<file path="config.mk">
export PLATFORM = sky130hd
export DESIGN_NAME = wb_port_arbiter
export DESIGN_NICKNAME = d
export VERILOG_FILES = /design/src/rtl/wb_pkg.sv /design/src/rtl/wb_fifo.sv /design/src/rtl/wb_port_arbiter.sv
export SDC_FILE = /design/constraint.sdc
export NUM_CORES = 1
export LEC_CHECK = 0
export ABC_AREA = 1
export CAP_MARGIN = 10
export CORE_ASPECT_RATIO = 1.5
export CORE_UTILIZATION = 49
export DETAILED_ROUTE_END_ITERATION = 10
export PLACE_DENSITY = 0.86
export SYNTH_ARGS = -nofsm -noshare
export SYNTH_HDL_FRONTEND = slang
export SYNTH_SLANG_ARGS = --single-unit
</file>
<file path="constraint.sdc">
create_clock -name clk -period 2.4 [get_ports clk]
set_input_delay 0.24 -clock clk [delete_from_list [all_inputs] [get_ports clk]]
set_output_delay 0.24 -clock clk [all_outputs]
set_load 0.02 [all_outputs]
</file>
<file path="src/rtl/wb_pkg.sv">
// Shared types for the register-file writeback arbiter.
// Holds the default datapath/address widths, the request record stored in
// the LSU FIFO, and the arbitration priority encoding.
package wb_pkg;

    localparam int XLEN    = 32;
    localparam int RADDR_W = 5;

    // One pending register-file write: destination and value.
    typedef struct packed {
        logic [RADDR_W-1:0] rd;
        logic [XLEN-1:0]    data;
    } wb_req_t;

    // Which source owns the write port this cycle.
    typedef enum logic {
        PIPE_PRI = 1'b0,
        LSU_PRI  = 1'b1
    } wb_pri_e;

endpackage

</file>
<file path="src/rtl/wb_fifo.sv">
// Synchronous FIFO of writeback requests; registered pointers and count, no bypass.
// Latency: a pushed entry is visible at the head one cycle after the push.
// Backpressure: push ignored when full, pop ignored when empty; caller gates with full_o/empty_o.
// Ports: clk/rst, push_i+push_dat_i, pop_i+pop_dat_o (head), full_o, empty_o, count_o.
module wb_fifo
    import wb_pkg::*;
#(
    parameter type T     = wb_req_t,
    parameter int  DEPTH = 2
) (
    input  logic                     clk,
    input  logic                     rst,
    input  logic                     push_i,
    input  T                         push_dat_i,
    input  logic                     pop_i,
    output T                         pop_dat_o,
    output logic                     full_o,
    output logic                     empty_o,
    output logic [$clog2(DEPTH):0]   count_o
);

    localparam int AW = $clog2(DEPTH);

    T               mem_q [DEPTH];
    logic [AW-1:0]  wr_ptr_q, wr_ptr_d;
    logic [AW-1:0]  rd_ptr_q, rd_ptr_d;
    logic [AW:0]    count_q, count_d;
    logic           do_push, do_pop;

    assign full_o    = (count_q == (AW+1)'(DEPTH));
    assign empty_o   = (count_q == '0);
    assign count_o   = count_q;
    assign pop_dat_o = mem_q[rd_ptr_q];

    always_comb begin
        do_push  = push_i && !full_o;
        do_pop   = pop_i && !empty_o;
        // DEPTH is a power of two, so pointer overflow is the modulo wrap.
        wr_ptr_d = wr_ptr_q + AW'(do_push);
        rd_ptr_d = rd_ptr_q + AW'(do_pop);
        count_d  = count_q + (AW+1)'(do_push) - (AW+1)'(do_pop);
    end

    always_ff @(posedge clk) begin
        if (rst) begin
            wr_ptr_q <= '0;
            rd_ptr_q <= '0;
            count_q  <= '0;
        end else begin
            wr_ptr_q <= wr_ptr_d;
            rd_ptr_q <= rd_ptr_d;
            count_q  <= count_d;
        end
    end

    // Storage needs no reset: count_q gates everything read out of it.
    always_ff @(posedge clk) begin
        if (do_push) begin
            mem_q[wr_ptr_q] <= push_dat_i;
        end
    end

endmodule

</file>
<file path="src/rtl/wb_port_arbiter.sv">
// Shares the single register-file write port between pipeline results and buffered LSU loads.
// Latency: pipe result on rf_* 1 cycle after fire; LSU result at least 2 cycles after fire.
// Backpressure: pipe_ready drops when the LSU FIFO is full or its head is starving; lsu_ready drops when full.
// Ports: clk/rst; pipe_valid/ready/rd/data; lsu_valid/ready/rd/data; registered rf_we/waddr/wdata; lsu_count.
module wb_port_arbiter #(
    parameter int XLEN       = wb_pkg::XLEN,
    parameter int RADDR_W    = wb_pkg::RADDR_W,
    parameter int LSU_DEPTH  = 2,
    parameter int STARVE_MAX = 4
) (
    input  logic                         clk,
    input  logic                         rst,
    input  logic                         pipe_valid,
    output logic                         pipe_ready,
    input  logic [RADDR_W-1:0]           pipe_rd,
    input  logic [XLEN-1:0]              pipe_data,
    input  logic                         lsu_valid,
    output logic                         lsu_ready,
    input  logic [RADDR_W-1:0]           lsu_rd,
    input  logic [XLEN-1:0]              lsu_data,
    output logic                         rf_we,
    output logic [RADDR_W-1:0]           rf_waddr,
    output logic [XLEN-1:0]              rf_wdata,
    output logic [$clog2(LSU_DEPTH):0]   lsu_count
);
    import wb_pkg::*;

    localparam int SW = $clog2(STARVE_MAX + 1);

    typedef struct packed {
        logic [RADDR_W-1:0] rd;
        logic [XLEN-1:0]    data;
    } req_t;

    req_t               lsu_push_dat, lsu_head;
    logic               fifo_full, fifo_empty;
    logic               lsu_push, lsu_grant, pipe_fire, starve;
    wb_pri_e            pri;
    logic [SW-1:0]      starve_cnt_q, starve_cnt_d;
    logic               rf_we_q, rf_we_d;
    logic [RADDR_W-1:0] rf_waddr_q, rf_waddr_d;
    logic [XLEN-1:0]    rf_wdata_q, rf_wdata_d;

    assign lsu_push_dat = '{rd: lsu_rd, data: lsu_data};
    assign lsu_push     = lsu_valid && lsu_ready;

    wb_fifo #(
        .T     (req_t),
        .DEPTH (LSU_DEPTH)
    ) u_lsu_fifo (
        .clk        (clk),
        .rst        (rst),
        .push_i     (lsu_push),
        .push_dat_i (lsu_push_dat),
        .pop_i      (lsu_grant),
        .pop_dat_o  (lsu_head),
        .full_o     (fifo_full),
        .empty_o    (fifo_empty),
        .count_o    (lsu_count)
    );

    always_comb begin
        starve       = 1'b0;
        pri          = PIPE_PRI;
        pipe_ready   = 1'b0;
        lsu_ready    = 1'b0;
        pipe_fire    = 1'b0;
        lsu_grant    = 1'b0;
        starve_cnt_d = starve_cnt_q;
        rf_we_d      = 1'b0;
        rf_waddr_d   = rf_waddr_q;
        rf_wdata_d   = rf_wdata_q;

        // Priority is decided from registered state only, so neither ready
        // depends on a same-cycle valid.
        starve     = !fifo_empty && (starve_cnt_q >= SW'(STARVE_MAX));
        pri        = (fifo_full || starve) ? LSU_PRI : PIPE_PRI;
        pipe_ready = (pri == PIPE_PRI);
        lsu_ready  = !fifo_full;
        pipe_fire  = pipe_valid && pipe_ready;
        // The LSU head takes any cycle the pipe does not use.
        lsu_grant  = !fifo_empty && !pipe_fire;

        if (fifo_empty || lsu_grant) begin
            starve_cnt_d = '0;
        end else if (starve_cnt_q < SW'(STARVE_MAX)) begin
            starve_cnt_d = starve_cnt_q + SW'(1);
        end

        // x0 writes complete the handshake but never assert the enable.
        if (pipe_fire) begin
            rf_we_d    = (pipe_rd != '0);
            rf_waddr_d = pipe_rd;
            rf_wdata_d = pipe_data;
        end else if (lsu_grant) begin
            rf_we_d    = (lsu_head.rd != '0);
            rf_waddr_d = lsu_head.rd;
            rf_wdata_d = lsu_head.data;
        end
    end

    always_ff @(posedge clk) begin
        if (rst) begin
            starve_cnt_q <= '0;
            rf_we_q      <= 1'b0;
            rf_waddr_q   <= '0;
            rf_wdata_q   <= '0;
        end else begin
            starve_cnt_q <= starve_cnt_d;
            rf_we_q      <= rf_we_d;
            rf_waddr_q   <= rf_waddr_d;
            rf_wdata_q   <= rf_wdata_d;
        end
    end

    assign rf_we    = rf_we_q;
    assign rf_waddr = rf_waddr_q;
    assign rf_wdata = rf_wdata_q;

endmodule

</file>
## Word-level counts from Yosys, hierarchy flattened

Memory sizes are Yosys's and may differ from the RTL's. A register that Yosys moved wholly into a read port is not among the register bits.
Cells that the tools add are included.

- Register bits after elaboration: 45
- Bits in writable memories: 74
- Input port bits: 78
- Output and inout bits: 42
- Word-level logic and storage cells: 43
- Memories: 1

- Add/subtract/negate cells: 5
- Order comparisons: 2
- Eq/ne operators: 1
- Mux-type cells: 10
- Bitwise gates (word level): 1
- Reduce and logical (&&, ||, !) cells: 16

Memory list:

| name | words | bits a word | read ports | clocked after Yosys merged registers in | wr ports | line | source |
|---|---|---|---|---|---|---|---|
| u_lsu_fifo.mem_q | 2 | 37 | 1 | 1 | 1 | wb_fifo.sv:24 | `T mem_q [DEPTH];` |

Operators with widths:

| operator | count |
|---|---|
| 32-bit two-way mux | 2 |
| 5-bit two-way mux | 2 |
| 5-bit nonzero test | 2 |
| 1-bit logical AND | 6 |
| 1-bit two-way mux | 6 |
| 3-bit by 1-bit adder with 3-bit output, second input constant | 1 |
| 3-bit >= comparator, second input constant | 1 |
| 1-bit logical NOT | 3 |
| 3-bit less-than comparator, second input constant | 1 |
| 1-bit adder | 2 |
| 2-bit by 1-bit adder with 2-bit output | 1 |
| 2-bit == test, second input constant | 1 |
| 2-bit logical NOT | 1 |
| 1-bit logical OR | 2 |
| 2-bit nonzero test | 1 |
| 2-bit OR reduction | 1 |
| 2-bit by 1-bit subtractor with 2-bit output | 1 |
| 1-bit inverter | 1 |

## Logic depth before layout (Yosys ltp)

Gate-level depths: netlist of the first run.

- Depth after elaboration: 12
- Mapped depth: 9
- Mapped depth without buffers: 8

## By module

A second synthesis of the first run with hierarchy kept.

- Cells, all modules: 526
- Area, all modules: 5,491.5 um^2

Modules (own cells, without submodules):

| module | times used | cells an instance | area an instance (um^2) | seq. area each (um^2) |
|---|---|---|---|---|
| wb_fifo | 1 | 150 | 2,942.8 | 2,302.2 |
| wb_port_arbiter | 1 | 376 | 2,548.7 | 820.8 |

## Least setup slack after synthesis of the first run

Ideal clock, no wire load.

- Path type: flip-flop to flip-flop
- Start: reg u_lsu_fifo.count_q[0], in the netlist u_lsu_fifo.count_o[0]
- End: mem u_lsu_fifo.mem_q[1][0] (netlist bit), enable pin
- Library setup time: 0.398 ns
- Arrival: 1.931 ns
- Data required time: 2.002 ns
- Path slack: 0.072 ns
- Cell stages (with the launch flop): 4
- Path buffers: 0
- Period minus slack after synthesis: 2.328 ns
- Path through: dfxtp_1 -> inv_1 -> a21boi_0 -> ha_1

- Word-level cells in the longest chain between the ends: 6

RTL lines:

| what | line | source |
|---|---|---|
| start: declaration | wb_fifo.sv:27 | `logic [AW:0] count_q, count_d;` |
| start signal: assignment | wb_fifo.sv:52 | `count_q <= count_d;` |
| 2-bit == test (*) | wb_fifo.sv:30 | `assign full_o = (count_q == (AW+1)'(DEPTH));` |
| 1-bit logical NOT (*) | wb_fifo.sv:36, wb_port_arbiter.sv:79 |  |
| 1-bit logical AND | wb_port_arbiter.sv:45 | `assign lsu_push = lsu_valid && lsu_ready;` |
| 1-bit logical AND (*) | wb_fifo.sv:36 | `do_push = push_i && !full_o;` |
| 1-bit two-way mux (*) | wb_fifo.sv:58 | `if (do_push) begin` |
| 1-bit two-way mux (implied by the code) (*) | wb_fifo.sv:59 | `mem_q[wr_ptr_q] <= push_dat_i;` |
| end: declaration | wb_fifo.sv:24 |  |

Every way passes the cells marked *; elsewhere a longest branch is shown, timed or not.

## Final worst setup path of the first run

- Start: reg u_lsu_fifo.count_q[0], in the netlist u_lsu_fifo.count_o[0]
- End: out pipe_ready

- Word-level cells in the longest chain between the ends: 6
- Elaborated cells on any way between the ends: 7
- Classes of those cells: eq/ne: 1; mux: 1; bitwise: 1; reduce/logical: 4

RTL lines:

| what | line | source |
|---|---|---|
| 2-bit logical NOT | wb_fifo.sv:31 | `assign empty_o = (count_q == '0);` |
| 1-bit logical NOT | wb_port_arbiter.sv:76 | `starve = !fifo_empty && (starve_cnt_q >= SW'(STARVE_MAX));` |
| 1-bit logical AND | wb_port_arbiter.sv:76 |  |
| 1-bit logical OR (*) | wb_port_arbiter.sv:77 | `pri = (fifo_full \|\| starve) ? LSU_PRI : PIPE_PRI;` |
| 1-bit two-way mux (*) | wb_port_arbiter.sv:77 |  |
| 1-bit inverter (*) | wb_port_arbiter.sv:78 | `pipe_ready = (pri == PIPE_PRI);` |
| end: declaration | wb_port_arbiter.sv:14 | `output logic pipe_ready,` |

Marked as above.

==> run metrics, run 1 <==
status completed; 1st-pass router iterations 5; final WL 11,800 um; CTS resizes 0; Netlist cell types 23; Rows 44; R2R setup slack 0.45 ns; Die ar. 10,400 um2; synthesized area per cell 10.0 um2; largest family of logic cells by synthesized area simple AND/OR/NAND/NOR gates; DRT iter0 DRCs 277; core footprint 9690 um2; P per Cell Area 799 nW/um2; Max Clk Rate 0.506 GHz; DR WL/cell 16.0 um; gr usage total 23.6%; Crit path required time 2.16 ns; number of antenna violations at the first check in global routing 0; HP Start lsu_data[16]; share of cells above drive strength 1 10.1%; RSZ-0062 raised after global routing no; root buffer cell clkbuf_16; first-pass GRT wire length 18,800 um; Yosys reg bits 119; I/O Buffers 119; Final period util 82.4%; final core occ 69.2%; Startpoint Class register; GRT Residual Overflow 0; Remaining DRCs 0; post-DR vias/cell 5.37; cts bufs inserted 17; maximum VDD drop 654 uV; Die Height 125 um; Slew Viols, Final 0; cell area after synthesis 4910 um2; Post-Syn Instances 490; CTS tree built; sequential fraction of the synthesis area 63.6%; Final min period 1.98 ns; CTS H-tree lvls 4; setup TNS 0 ns; Hold Path Sink u_lsu_fifo.mem_q[0][16]; compound-gate portion of the synthesized area 8.87%; Arr. time, crit path 1.74 ns; initial core utilization 50.6%; hold buffers post-CTS 0; most common cell after layout, fill and taps aside clkdlybuf4s50_1; Final ANT Viol Nets 0; headroom to the max-slew limit 51.2%; Worst-Skew Late Latency 0.41 ns; DR vias 3,955; final net count 692; crit-path max FO 7; clk slew on worst S/H paths 0.05 ns; Max Buffers Root-to-Sink 2; hold depth 1; Area Growth Syn to Fin 36.7%; Tot Pwr 5.36 mW; Setup Crit Path Kind reg2out; fill count 686; Leakage Power 2.70 nW; Ys Warns 0; n_diodes 0; Final HPWL DP 7670 um; nature of the critical path endpoint output port; largest net degree at the start of global routing 39; vias in the first global route 4,049; max_cap viols 0; Synth Area in XOR/XNOR 0.178%; Least-Margin Pin Slew 0.731 ns; Die W 83.7 um; synthesized net count 572; Synth Area in Simple Gates 20.1%; Hold Slack 0.420 ns; Hold Path Class in2reg; setup bufs post-CTS 0; Final Hold Viols 0; Clock Skew 0.00955 ns; routability-driven placement congestion ratio 0.780; Final Setup Violations 0; post-synthesis mux area share 0%; worst r2r src u_lsu_fifo.count_o[0]; FF-to-FF path depth 4; CTS Sinks 119; # IOs 120; most frequent cells in the layout 119 x clkdlybuf4s50_1, 92 x nand2_1, 74 x edfxtp_1, 73 x nor2_1, 45 x dfxtp_1; R2R Path End u_lsu_fifo.mem_q[1][34]; Post-Synth Adder-Cell Area 1.02%
[critical path, cell delays in order (launching register included)]
cell and delay (ns):
dfxtp_1 0.47, inv_1 0.13, nand2_1 0.14, nand2_1 0.07
clkdlybuf4s50_1 0.53
[how the worst max path moves through the flow]
stage	to	slack, ns	from
after CTS	pipe_ready	0.41	u_lsu_fifo.count_o[0]
after global placement	u_lsu_fifo.mem_q[1][13]	0.44	lsu_valid
final	pipe_ready	0.42	u_lsu_fifo.count_o[0]
after detailed placement	u_lsu_fifo.mem_q[1][20]	0.33	lsu_valid
after global routing	u_lsu_fifo.mem_q[0][4]	0.23	u_lsu_fifo.count_o[0]
after floorplan	u_lsu_fifo.mem_q[1][0]	0.07	u_lsu_fifo.count_o[0]
[per-layer routing]
layer / vias up / track usage, % / routed length, um
met5: - / 0 / 0
met2: 162 / 42.5 / 6420
li1: 1900 / - / -
met3: 44 / 5.90 / 622
met4: 0 / 13.8 / 522
met1: 1849 / 24.3 / 4260
[logic make-up after synthesis]
| group | count (synthesis) |
|---|---|
| simple gates | 230 |
| fa+ha+maj | 4 |
| compound gates | 70 |
| buf+inv | 66 |
| flops | 119 |
| xor+xnor | 1 |
[registers in the layout, indices dropped and copies added, names as in the netlist]
signal / count
rf_waddr: 5
rf_wdata: 32
rf_we: 1
starve_cnt_q: 3
u_lsu_fifo.count_o: 2
u_lsu_fifo.mem_q: 74
u_lsu_fifo.rd_ptr_q: 1
u_lsu_fifo.wr_ptr_q: 1
[cell type report]
| class | instances | area (um2) | share of cell area, % |
|---|---|---|---|
| Sequential cell | 119 | 3120 | 46.6 |
| Multi-Input combinational cell | 305 | 1500 | 22.3 |
| Timing Repair Buffer | 131 | 1310 | 19.5 |
| Clock buffer | 23 | 468 | 6.98 |
| Tap cell | 115 | 144 | 2.15 |
| Inverter | 36 | 135 | 2.01 |
| Clock inverter | 8 | 32.5 | 0.485 |
[cells in the mapped netlist, drive strengths merged]
| cell type | count | area [um2] |
|---|---|---|
| nand2 | 93 | 352 |
| nor2 | 75 | 282 |
| edfxtp | 74 | 2220 |
| dfxtp | 45 | 901 |
| nand3 | 40 | 218 |
| o21ai | 39 | 195 |
| inv | 36 | 135 |
| buf | 22 | 136 |
| o2111ai | 22 | 193 |
| or2 | 22 | 138 |
| a21oi | 8 | 40.0 |
| clkbuf | 8 | 30.0 |
| ha | 4 | 50.1 |
| a21boi | 1 | 7.51 |
| xor2 | 1 | 8.76 |
[where the power goes]
part	total, mW	switching (mW)	internal [mW]
clock	2.13	0.798	1.34
combinational	0.824	0.456	0.368
sequential	2.40	0.0595	2.34
[metrics by stage]
stage | instances | setup WS, ns | area (um2)
finish | 737 | 0.423 | 6710
global route | 737 | 0.225 | 6710
CTS | 737 | 0.407 | 6710
detailed placement | 706 | 0.332 | 6210
global placement | 706 | 0.445 | 6210
floorplan | 490 | 0.0715 | 4910
Note: power is estimated with default switching activity, not from simulation.
==> run 2: changes to the inputs <==
--- a/config.mk
+++ b/config.mk
@@ -8,9 +8,9 @@
 export ABC_AREA = 1
 export CAP_MARGIN = 10
 export CORE_ASPECT_RATIO = 1.5
-export CORE_UTILIZATION = 49
+export CORE_UTILIZATION = 45
 export DETAILED_ROUTE_END_ITERATION = 10
-export PLACE_DENSITY = 0.86
+export PLACE_DENSITY = 0.84
 export SYNTH_ARGS = -nofsm -noshare
 export SYNTH_HDL_FRONTEND = slang
 export SYNTH_SLANG_ARGS = --single-unit
==> constraint.sdc (replaced) <==
create_clock -name clk -period 1.65 [get_ports clk]
set_input_delay 0.165 -clock clk [delete_from_list [all_inputs] [get_ports clk]]
set_output_delay 0.165 -clock clk [all_outputs]
set_load 0.02 [all_outputs]
==> run metrics, run 2 (same netlist as run 1, synthesis figures left out) <==
Max Clk Rate 0.623 GHz; Area Growth Syn to Fin 43.2%; root buffer cell clkbuf_16; FF-to-FF path depth 7; max_cap viols 0; share of cells above drive strength 1 13.8%; hold buffers post-CTS 0; first-pass GRT wire length 18,700 um; met3 wire length 607 um; largest net degree at the start of global routing 43; final core occ 66.3%; Non-Filler Instances 776; Slew Viols, Final 0; Final HPWL DP 7850 um; Hold Path Class in2reg; Highest Signal Layer met4; Clock Skew 0.0144 ns; crit-path max FO 7; Final Hold Viols 0; Cells after DPL 744; slowest stage cell, crit path clkdlybuf4s50_1; Arr. time, crit path 1.44 ns; Remaining DRCs 0; routability-driven placement congestion ratio 0.766; 1st-pass router iterations 5; Final Setup Violations 0; Die Height 130 um; CTS Sinks 119; dpl cell area 6380 um2; core footprint 10,600 um2; I/O Buffers 119; Max stage delay on crit path 0.62 ns; R2R Path End rf_wdata[13]; final net count 701; R2R setup slack 0.10 ns; clk slew on worst S/H paths 0.05 ns; Final ANT Viol Nets 0; Leakage Power 2.82 nW; vias in the first global route 3,844; maximum VDD drop 988 uV; Setup Crit Path Kind reg2out; DRT iter0 DRCs 263; DR WL/cell 15.3 um; most frequent cells in the layout 116 x clkdlybuf4s50_1, 91 x nand2_1, 74 x edfxtp_1, 73 x nor2_1, 43 x dfxtp_1; # IOs 120; kind of cell adding the most delay to the critical path buffers and inverters; worst r2r src u_lsu_fifo.count_o[0]; Final period util 97.2%; headroom to the max-slew limit 72.0%; Biggest register u_lsu_fifo.mem_q; CP Cell Sequence clkdlybuf4s50_1; Die W 87.3 um; post-DR vias/cell 5.07; cts bufs inserted 17; Hold Path Sink u_lsu_fifo.mem_q[0][26]; setup bufs post-CTS 0; Final min period 1.60 ns; Startpoint Class register; final WL 11,900 um; Max Buffers Root-to-Sink 2; Met2 Wirelength 6500 um; GRT Residual Overflow 0; WL met1 4600 um; Rows 46; hold depth 1; Crit path required time 1.48 ns; nature of the critical path endpoint output port; DR vias 3,938; worst path bufs/invs 1; CTS tree built; Die ar. 11,300 um2; gr usage total 22.3%; Tot Pwr 8.66 mW; number of antenna violations at the first check in global routing 0; final instance area 7030 um2; initial core utilization 46.3%; CTS H-tree lvls 4; HP Start lsu_data[26]; most common cell after layout, fill and taps aside clkdlybuf4s50_1; setup TNS 0 ns; Least-Margin Pin Slew 0.420 ns; Worst-Skew Late Latency 0.42 ns; max reg flops 74; n_diodes 0; status completed; P per Cell Area 1230 nW/um2
==> run 2: changes by cell type in the layout (fill, tap and decap cells not counted), sizes merged, moves of 4 or more <==
cell	change
bufinv	+4
clkinvlp	+4
clkinv	-4
buf	+9
==> run 2: repair_timing <==
| action | 4_1_cts | 5_1_grt |
|---|---|---|
| endpoints found under the setup margin | 3 | 1 |
| gates resized for setup | 4 | 1 |
| hold endpoints to repair | 0 | 0 |
==> run 2: cell type report <==
type	count	area, um2
tap	144	180
sequential	119	3130
timing repair buffer	140	1420
clock buffer	20	467
inverter	36	135
multi-input combinational	305	1520
clock inverter	12	174
fill	791	3560
==> run 2: how the worst max path moves through the flow <==
| stage | start | to | cells after the start |
|---|---|---|---|
| 2_1_floorplan | u_lsu_fifo.count_o[0] | u_lsu_fifo.mem_q[0][0] | 3 |
| 3_3_place_gp | lsu_valid | u_lsu_fifo.mem_q[0][16] | 5 |
| 3_5_place_dp | lsu_valid | u_lsu_fifo.mem_q[0][14] | 5 |
| 4_1_cts | u_lsu_fifo.count_o[0] | lsu_count[0] | 1 |
| 5_1_grt | starve_cnt_q[2] | pipe_ready | 4 |
| 6_report | u_lsu_fifo.count_o[0] | lsu_count[0] | 1 |
==> run 2: per-layer routing <==
layer / GRT usage [%] / vias to the layer above
li1: - / 1923
met1: 25.0 / 1859
met2: 39.1 / 139
met3: 6.51 / 17
met4: 9.35 / 0
met5: 0 / -
==> run 2: through the flow <==
| stage | setup slack [ns] | hold WS, ns |
|---|---|---|
| 4_1_cts | 0.0353 | 0.318 |
| 3_5_place_dp | 0.0512 | 0.493 |
| 2_1_floorplan | 0.0962 | 0.264 |
| 3_3_place_gp | 0.0795 | 0.453 |
| 5_1_grt | -0.0122 | 0.319 |
| 6_report | 0.0461 | 0.330 |
==> run 2: power breakdown <==
group	total (mW)	internal, mW	leakage, nW	switching [mW]
combinational	1.26	0.587	1.45	0.675
clock	3.91	2.64	0.304	1.27
sequential	3.49	3.40	1.07	0.0896
total	8.66	6.63	2.82	2.04
